==> config.mk <==
export PLATFORM = sky130hd
export DESIGN_NAME = reset_clock_manager_flat
export DESIGN_NICKNAME = d
export VERILOG_FILES = /design/src/rtl/reset_clock_manager_pkg.sv /design/src/rtl/reset_clock_manager_if.sv /design/src/rtl/reset_clock_manager_sync_debounce.sv /design/src/rtl/reset_clock_manager.sv /design/src/flat_wrapper.sv
export SDC_FILE = /design/constraint.sdc
export NUM_CORES = 1
export LEC_CHECK = 0
export ABC_AREA = 1
export CAP_MARGIN = 20
export CORE_AREA = 2 2 39 41
export DETAILED_ROUTE_END_ITERATION = 12
export DIE_AREA = 0 0 41 43
export DONT_BUFFER_PORTS = 1
export MAX_ROUTING_LAYER = met4
export PLACE_DENSITY = 0.64
export REMOVE_ABC_BUFFERS = 1
export SLEW_MARGIN = 20
export SYNTH_ARGS = -nofsm -noshare
export SYNTH_HDL_FRONTEND = slang
export SYNTH_SLANG_ARGS = --single-unit
==> constraint.sdc <==
create_clock -name clk -period 1.5 [get_ports clk]
set_input_delay 0.225 -clock clk [delete_from_list [all_inputs] [get_ports clk]]
set_output_delay 0.225 -clock clk [all_outputs]
set_load 0.05 [all_outputs]
==> src/rtl/reset_clock_manager_pkg.sv <==
// rcm_pkg: reset-cause encodings and sequencer state type shared by the reset manager.
package rcm_pkg;
  localparam logic [1:0] CAUSE_POR  = 2'b00;
  localparam logic [1:0] CAUSE_EXT  = 2'b01;
  localparam logic [1:0] CAUSE_SOFT = 2'b10;
  typedef enum logic [1:0] {HOLD, COUNT, RUN} state_e;
endpackage

==> src/rtl/reset_clock_manager_if.sv <==
// reset_clock_manager_if: reset requests in, divided clock and staggered resets out.
interface reset_clock_manager_if #(parameter int NUM_RESETS = 2);
  logic                  ext_reset;
  logic                  soft_reset_req;
  logic                  clk_o;
  logic                  clk_en;
  logic [NUM_RESETS-1:0] reset_o;
  logic                  ready;
  logic [1:0]            reset_cause;
  modport master (input ext_reset, soft_reset_req, output clk_o, clk_en, reset_o, ready, reset_cause);
  modport slave (output ext_reset, soft_reset_req, input clk_o, clk_en, reset_o, ready, reset_cause);
endinterface

==> src/rtl/reset_clock_manager_sync_debounce.sv <==
// reset_sync_debounce: multi-flop synchroniser followed by a consecutive-high debounce counter.
module reset_sync_debounce #(
  parameter int STAGES          = 2,
  parameter int DEBOUNCE_CYCLES = 0
) (
  input  logic clk,
  input  logic rst_n,
  input  logic d,
  output logic q
);
  localparam int CW = DEBOUNCE_CYCLES > 0 ? $clog2(DEBOUNCE_CYCLES + 1) : 1;
  logic [STAGES-1:0] sync_q, sync_d;
  logic [CW-1:0]     cnt_q, cnt_d;
  logic              s;
  assign s = sync_q[STAGES-1];
  assign q = s && cnt_q == CW'(DEBOUNCE_CYCLES);
  always_comb begin
    sync_d = {sync_q[STAGES-2:0], d};
    cnt_d  = !s ? '0 : cnt_q == CW'(DEBOUNCE_CYCLES) ? cnt_q : cnt_q + 1'b1;
  end
  always_ff @(posedge clk or negedge rst_n)
    if (!rst_n) begin
      sync_q <= '0;
      cnt_q  <= '0;
    end else begin
      sync_q <= sync_d;
      cnt_q  <= cnt_d;
    end
endmodule

==> src/rtl/reset_clock_manager.sv <==
// reset_clock_manager: divided clock/enable plus merged, staggered reset release with cause capture.
module reset_clock_manager
  import rcm_pkg::*;
#(
  parameter int DIV_RATIO       = 2,
  parameter int CYCLES          = 20,
  parameter int SYNC_STAGES     = 2,
  parameter int DEBOUNCE_CYCLES = 0,
  parameter int NUM_RESETS      = 2,
  parameter int STAGGER         = 4
) (
  input logic                   clk,
  input logic                   reset,
  reset_clock_manager_if.master bus
);
  localparam int HALF = DIV_RATIO / 2;
  localparam int DW   = $clog2(DIV_RATIO);
  localparam int MAX  = CYCLES + (NUM_RESETS - 1) * STAGGER;
  localparam int SW   = MAX > 0 ? $clog2(MAX + 1) : 1;
  if (DIV_RATIO < 2 || DIV_RATIO % 2 != 0) begin : g_bad_div
    $error("reset_clock_manager: DIV_RATIO must be even and >= 2");
  end
  if (SYNC_STAGES < 2) begin : g_bad_sync
    $error("reset_clock_manager: SYNC_STAGES must be >= 2");
  end
  if (NUM_RESETS < 1) begin : g_bad_num
    $error("reset_clock_manager: NUM_RESETS must be >= 1");
  end
  logic [DW-1:0]         div_q, div_d;
  logic                  clk_o_q, clk_o_d, clk_en_q, clk_en_d;
  logic                  released, ext_active, any_active;
  state_e                state_q, state_d;
  logic [SW-1:0]         seq_q, seq_d;
  logic [NUM_RESETS-1:0] rst_o_q, rst_o_d;
  logic [1:0]            cause_q, cause_d;
  reset_sync_debounce #(.STAGES(SYNC_STAGES), .DEBOUNCE_CYCLES(0)) u_rel (
    .clk(clk), .rst_n(reset), .d(1'b1), .q(released)
  );
  reset_sync_debounce #(.STAGES(SYNC_STAGES), .DEBOUNCE_CYCLES(DEBOUNCE_CYCLES)) u_ext (
    .clk(clk), .rst_n(reset), .d(bus.ext_reset), .q(ext_active)
  );
  assign any_active = !released || ext_active || bus.soft_reset_req;
  // clk_o and clk_en are registered so both sit at 0 throughout power-on reset
  always_comb begin
    div_d    = div_q == DW'(DIV_RATIO - 1) ? '0 : div_q + 1'b1;
    clk_o_d  = div_d >= DW'(HALF);
    clk_en_d = div_d == DW'(HALF - 1);
  end
  always_comb begin
    seq_d   = any_active ? '0 : seq_q == SW'(MAX) ? seq_q : seq_q + 1'b1;
    state_d = any_active ? HOLD : seq_d == SW'(MAX) ? RUN : COUNT;
    cause_d = !released ? CAUSE_POR : ext_active ? CAUSE_EXT : bus.soft_reset_req ? CAUSE_SOFT : cause_q;
    rst_o_d = '1;
    for (int i = 0; i < NUM_RESETS; i++) rst_o_d[i] = any_active || int'(seq_d) < CYCLES + i * STAGGER;
  end
  always_ff @(posedge clk or negedge reset)
    if (!reset) begin
      div_q    <= '0;
      clk_o_q  <= 1'b0;
      clk_en_q <= 1'b0;
      state_q  <= HOLD;
      seq_q    <= '0;
      rst_o_q  <= '1;
      cause_q  <= CAUSE_POR;
    end else begin
      div_q    <= div_d;
      clk_o_q  <= clk_o_d;
      clk_en_q <= clk_en_d;
      state_q  <= state_d;
      seq_q    <= seq_d;
      rst_o_q  <= rst_o_d;
      cause_q  <= cause_d;
    end
  assign bus.clk_o       = clk_o_q;
  assign bus.clk_en      = clk_en_q;
  assign bus.reset_o     = rst_o_q;
  assign bus.ready       = state_q == RUN;
  assign bus.reset_cause = cause_q;
endmodule

==> src/flat_wrapper.sv <==
// flat-port wrapper written by rule: the top's interface ports become plain ports
module reset_clock_manager_flat import rcm_pkg::*;
#(
  parameter int DIV_RATIO       = 2,
  parameter int CYCLES          = 20,
  parameter int SYNC_STAGES     = 2,
  parameter int DEBOUNCE_CYCLES = 0,
  parameter int NUM_RESETS      = 2,
  parameter int STAGGER         = 4
)
  (clk, reset, bus_ext_reset, bus_soft_reset_req, bus_clk_o, bus_clk_en, bus_reset_o, bus_ready, bus_reset_cause);
  reset_clock_manager_if #(.NUM_RESETS(NUM_RESETS)) bus_i ();
  input logic clk;
  input logic reset;
  input wire logic [$bits(bus_i.ext_reset)-1:0] bus_ext_reset;
  input wire logic [$bits(bus_i.soft_reset_req)-1:0] bus_soft_reset_req;
  output wire logic [$bits(bus_i.clk_o)-1:0] bus_clk_o;
  output wire logic [$bits(bus_i.clk_en)-1:0] bus_clk_en;
  output wire logic [$bits(bus_i.reset_o)-1:0] bus_reset_o;
  output wire logic [$bits(bus_i.ready)-1:0] bus_ready;
  output wire logic [$bits(bus_i.reset_cause)-1:0] bus_reset_cause;
  assign bus_i.ext_reset = bus_ext_reset;
  assign bus_i.soft_reset_req = bus_soft_reset_req;
  assign bus_clk_o = bus_i.clk_o;
  assign bus_clk_en = bus_i.clk_en;
  assign bus_reset_o = bus_i.reset_o;
  assign bus_ready = bus_i.ready;
  assign bus_reset_cause = bus_i.reset_cause;
  reset_clock_manager #(.DIV_RATIO(DIV_RATIO), .CYCLES(CYCLES), .SYNC_STAGES(SYNC_STAGES), .DEBOUNCE_CYCLES(DEBOUNCE_CYCLES), .NUM_RESETS(NUM_RESETS), .STAGGER(STAGGER)) u_core (.clk(clk), .reset(reset), .bus(bus_i));
endmodule
==> flow_summary_export.csv <==
group,metric,value,unit
timing,fin_skew,0.00701,ns
logic_synthesis,syn_area,708,um^2
pwr,ir_worst_vdd,604,uV
grt,grt_antenna_before_repair,0,
drt,drt-vias-per-instance,4.78,
timing,slew_headroom,0.526,
logic_synthesis,syn-instance-count,67,
timing,period_minus_slack,1.35,ns
pwr,finalPower,0.751,mW
pwr,power.density,951,nW/um^2
clock_tree,h-tree-depth,1,
placement,dp_hpwl,726,um
drt,wl_per_cell,10.3,um
setup_path,r2r_start,"u_core.seq_q[0]$_DFF_PN0_",
placement,port_buffers,0,
grt,grt_max_degree,18,
job,drv_cap,0,
drt,drc,0,
hold_path,min_to,"u_core.bus.reset_cause[1]$_DFFE_PN0P_",
clock_tree,numCtsBuffers,3,
logic_synthesis,avgSynthCellArea,10.6,um^2
final_layout,design_area,790,um^2
drt,antenna_left,0,
drt,wl_met1,408,um
setup_path,r2r-end,"u_core.state_q[0]$_DFF_PN0_",
drt,route.final.wire_length,929,um
clock_tree,path_clk_slew,0.09,ns
grt,grt_pass1_wl,1560,um
clock_tree,cts_setup_buffers,0,
drt,drt_pass1_iterations,3,
timing,setup_tns,0,ns
timing,rsz0062_at_grt,"false",
drt,wl_met3,51,um
placement,gp_congestion,0.794,
hold_path,hold_class,"in -> reg",
setup_path,end_kind,"register",
clock_tree,cts_sinks,17,
pwr,cellLeakagePower,0.417,nW
setup_path,reg2reg_depth,9,
timing,worst_pin_slew,0.709,ns
grt,grt_usage,0.141,
setup_path,cp.required,1.69,ns
final_layout,diodes,0,
floorplanning,num_io_pins,11,
hold_path,hold_depth,2,
floorplanning,fp-row-count,14,
floorplanning,die_h,43,um
clock_tree,cts_tree,"yes",
clock_tree,cts-root-buf,"clkbuf_4",
logic_synthesis,synth_cell_type_count,20,
floorplanning,initial_utilization,0.512,
setup_path,crit_fanout,4,
timing,fmax,743,MHz
setup_path,crit_arrival,1.53,ns
floorplanning,die-area,1760,um^2
final_layout,num-fill-cells,122,
outcome,status,"completed",
grt,first_global_vias,404,
timing,hold_viol_final,0,
logic_synthesis,synth-seq-cells,17,
drt,first_iter_violations,3,
placement,place_area,736,um^2
final_layout,layout.nets,81,
clock_tree,clock_tree.buffer_depth,2,
setup_path,r2r_slack,0.15,ns
setup_path,path_class,"reg -> reg",
floorplanning,core,1380,um^2
setup_path,critPathLaunchType,"register",
logic_synthesis,yosys_warnings,0,
floorplanning,die_x,41,um
clock_tree,clock_latency,0.28,ns
final_layout,layout_common_cells,"15 x dfrtp_1, 14 x inv_1, 7 x nand2_1",
timing,timing.final.crit_share,0.897,
drt,dr.max_layer_used,"met4",
final_layout,synthToLayoutAreaGrowth,11.5,%
final_layout,layout_commonest_cell,"dfrtp_1",
hold_path,worstHoldStart,"bus_soft_reset_req",
final_layout,drive_gt1_frac,0.284,
drt,vias,430,
drt,dr_wl_met2,458,um
grt,overflow,0,
logic_synthesis,yosysSeqAreaShare,0.604,
timing,setup_violations,0,
timing,slew_violations,0,
## worst max-delay path, stage by stage, from the launching register on
cell     delay, ns
dfrtp_1       0.41
inv_1         0.09
ha_1          0.14
inv_1         0.04
nor2_2        0.12
nand3_1       0.11
nand3_2       0.10
nand3_2       0.10
nor2_4        0.10
nor2_2        0.03
## sequential cells by signal, indices dropped and copies added, names as in the netlist
name	flops
u_core.bus.reset_cause	2
u_core.u_rel.sync_q	2
u_core.state_q	2
u_core.u_ext.sync_q	2
u_core.bus.clk_o	1
u_core.bus.clk_en	1
u_core.seq_q	5
u_core.bus.reset_o	2
## cells in the mapped netlist (all sizes together)
cell	n	share of area
o21ai	2	0.019
ha	2	0.035
nor2	8	0.071
conb	1	0.0053
nor3	1	0.0071
and2	1	0.011
nand2	11	0.080
xnor2	1	0.012
nand3	7	0.064
dfrtp	15	0.53
a22o	1	0.012
inv	15	0.079
dfstp	2	0.074
## metrics by stage
stage | utilization | hold slack (ns) | instances | setup slack, ns
2_1_floorplan | - | -0.0706 | 67 | 0.201
6_report | 0.571 | 0.106 | 90 | 0.154
4_1_cts | 0.565 | 0.0945 | 90 | 0.0718
3_5_place_dp | 0.532 | -0.0702 | 84 | 0.0903
3_3_place_gp | 0.532 | -0.0703 | 84 | 0.115
5_1_grt | 0.571 | 0.0934 | 90 | 0.0261
## power by group
group	switching [mW]	internal, mW	total (mW)
combinational	0.0211	0.0119	0.0330
clock	0.129	0.103	0.232
sequential	0.0174	0.469	0.486
## cell type report
| cell class | instances | area (um^2) | area share |
|---|---|---|---|
| clock buffer | 4 | 26.3 | 0.0333 |
| multi-input combinational | 35 | 231 | 0.293 |
| inverter | 15 | 56.3 | 0.0713 |
| tap | 16 | 20.0 | 0.0254 |
| timing repair buffer | 3 | 27.5 | 0.0349 |
| sequential | 17 | 428 | 0.542 |
## metal layers
| layer | GRT usage | vias to the layer above |
|---|---|---|
| li1 | - | 214 |
| met3 | 0.0785 | 2 |
| met5 | - | - |
| met4 | 0.0600 | 0 |
| met2 | 0.184 | 10 |
| met1 | 0.176 | 204 |
## cells by family (layout without fill, tap and decap cells)
group | Yosys count | after routing | share of synthesized area
AOI/OAI and AO/OA | 3 | 3 | 0.0318
adders and majority gates | 2 | 2 | 0.0353
xor gates and xnor gates | 1 | 1 | 0.0124
other | 1 | 1 | 0.00530
buffers and inverters | 15 | 22 | 0.0795
DFF | 17 | 17 | 0.604
and+or+nand+nor | 28 | 28 | 0.231
## worst max-delay path by stage
stage,from,depth (start not counted),slack (ns),to
after detailed placement,u_core.seq_q[0]$_DFF_PN0_,9,0.09,u_core.state_q[0]$_DFF_PN0_
after floorplan,u_core.seq_q[0]$_DFF_PN0_,9,0.20,u_core.state_q[0]$_DFF_PN0_
after CTS,u_core.seq_q[0]$_DFF_PN0_,9,0.07,u_core.state_q[0]$_DFF_PN0_
after global routing,u_core.seq_q[0]$_DFF_PN0_,9,0.03,u_core.state_q[0]$_DFF_PN0_
after global placement,u_core.seq_q[0]$_DFF_PN0_,9,0.12,u_core.state_q[0]$_DFF_PN0_
final,u_core.seq_q[0]$_DFF_PN0_,9,0.15,u_core.state_q[0]$_DFF_PN0_
## what timing repair did
action | in CTS | in global routing
hold endpoints to repair | 18 | 0
setup endpoints to repair | 0 | 2
hold buffers | 2 | 0
gates resized for setup | 0 | 2
No activity file was read; power rests on OpenSTA's default activity.
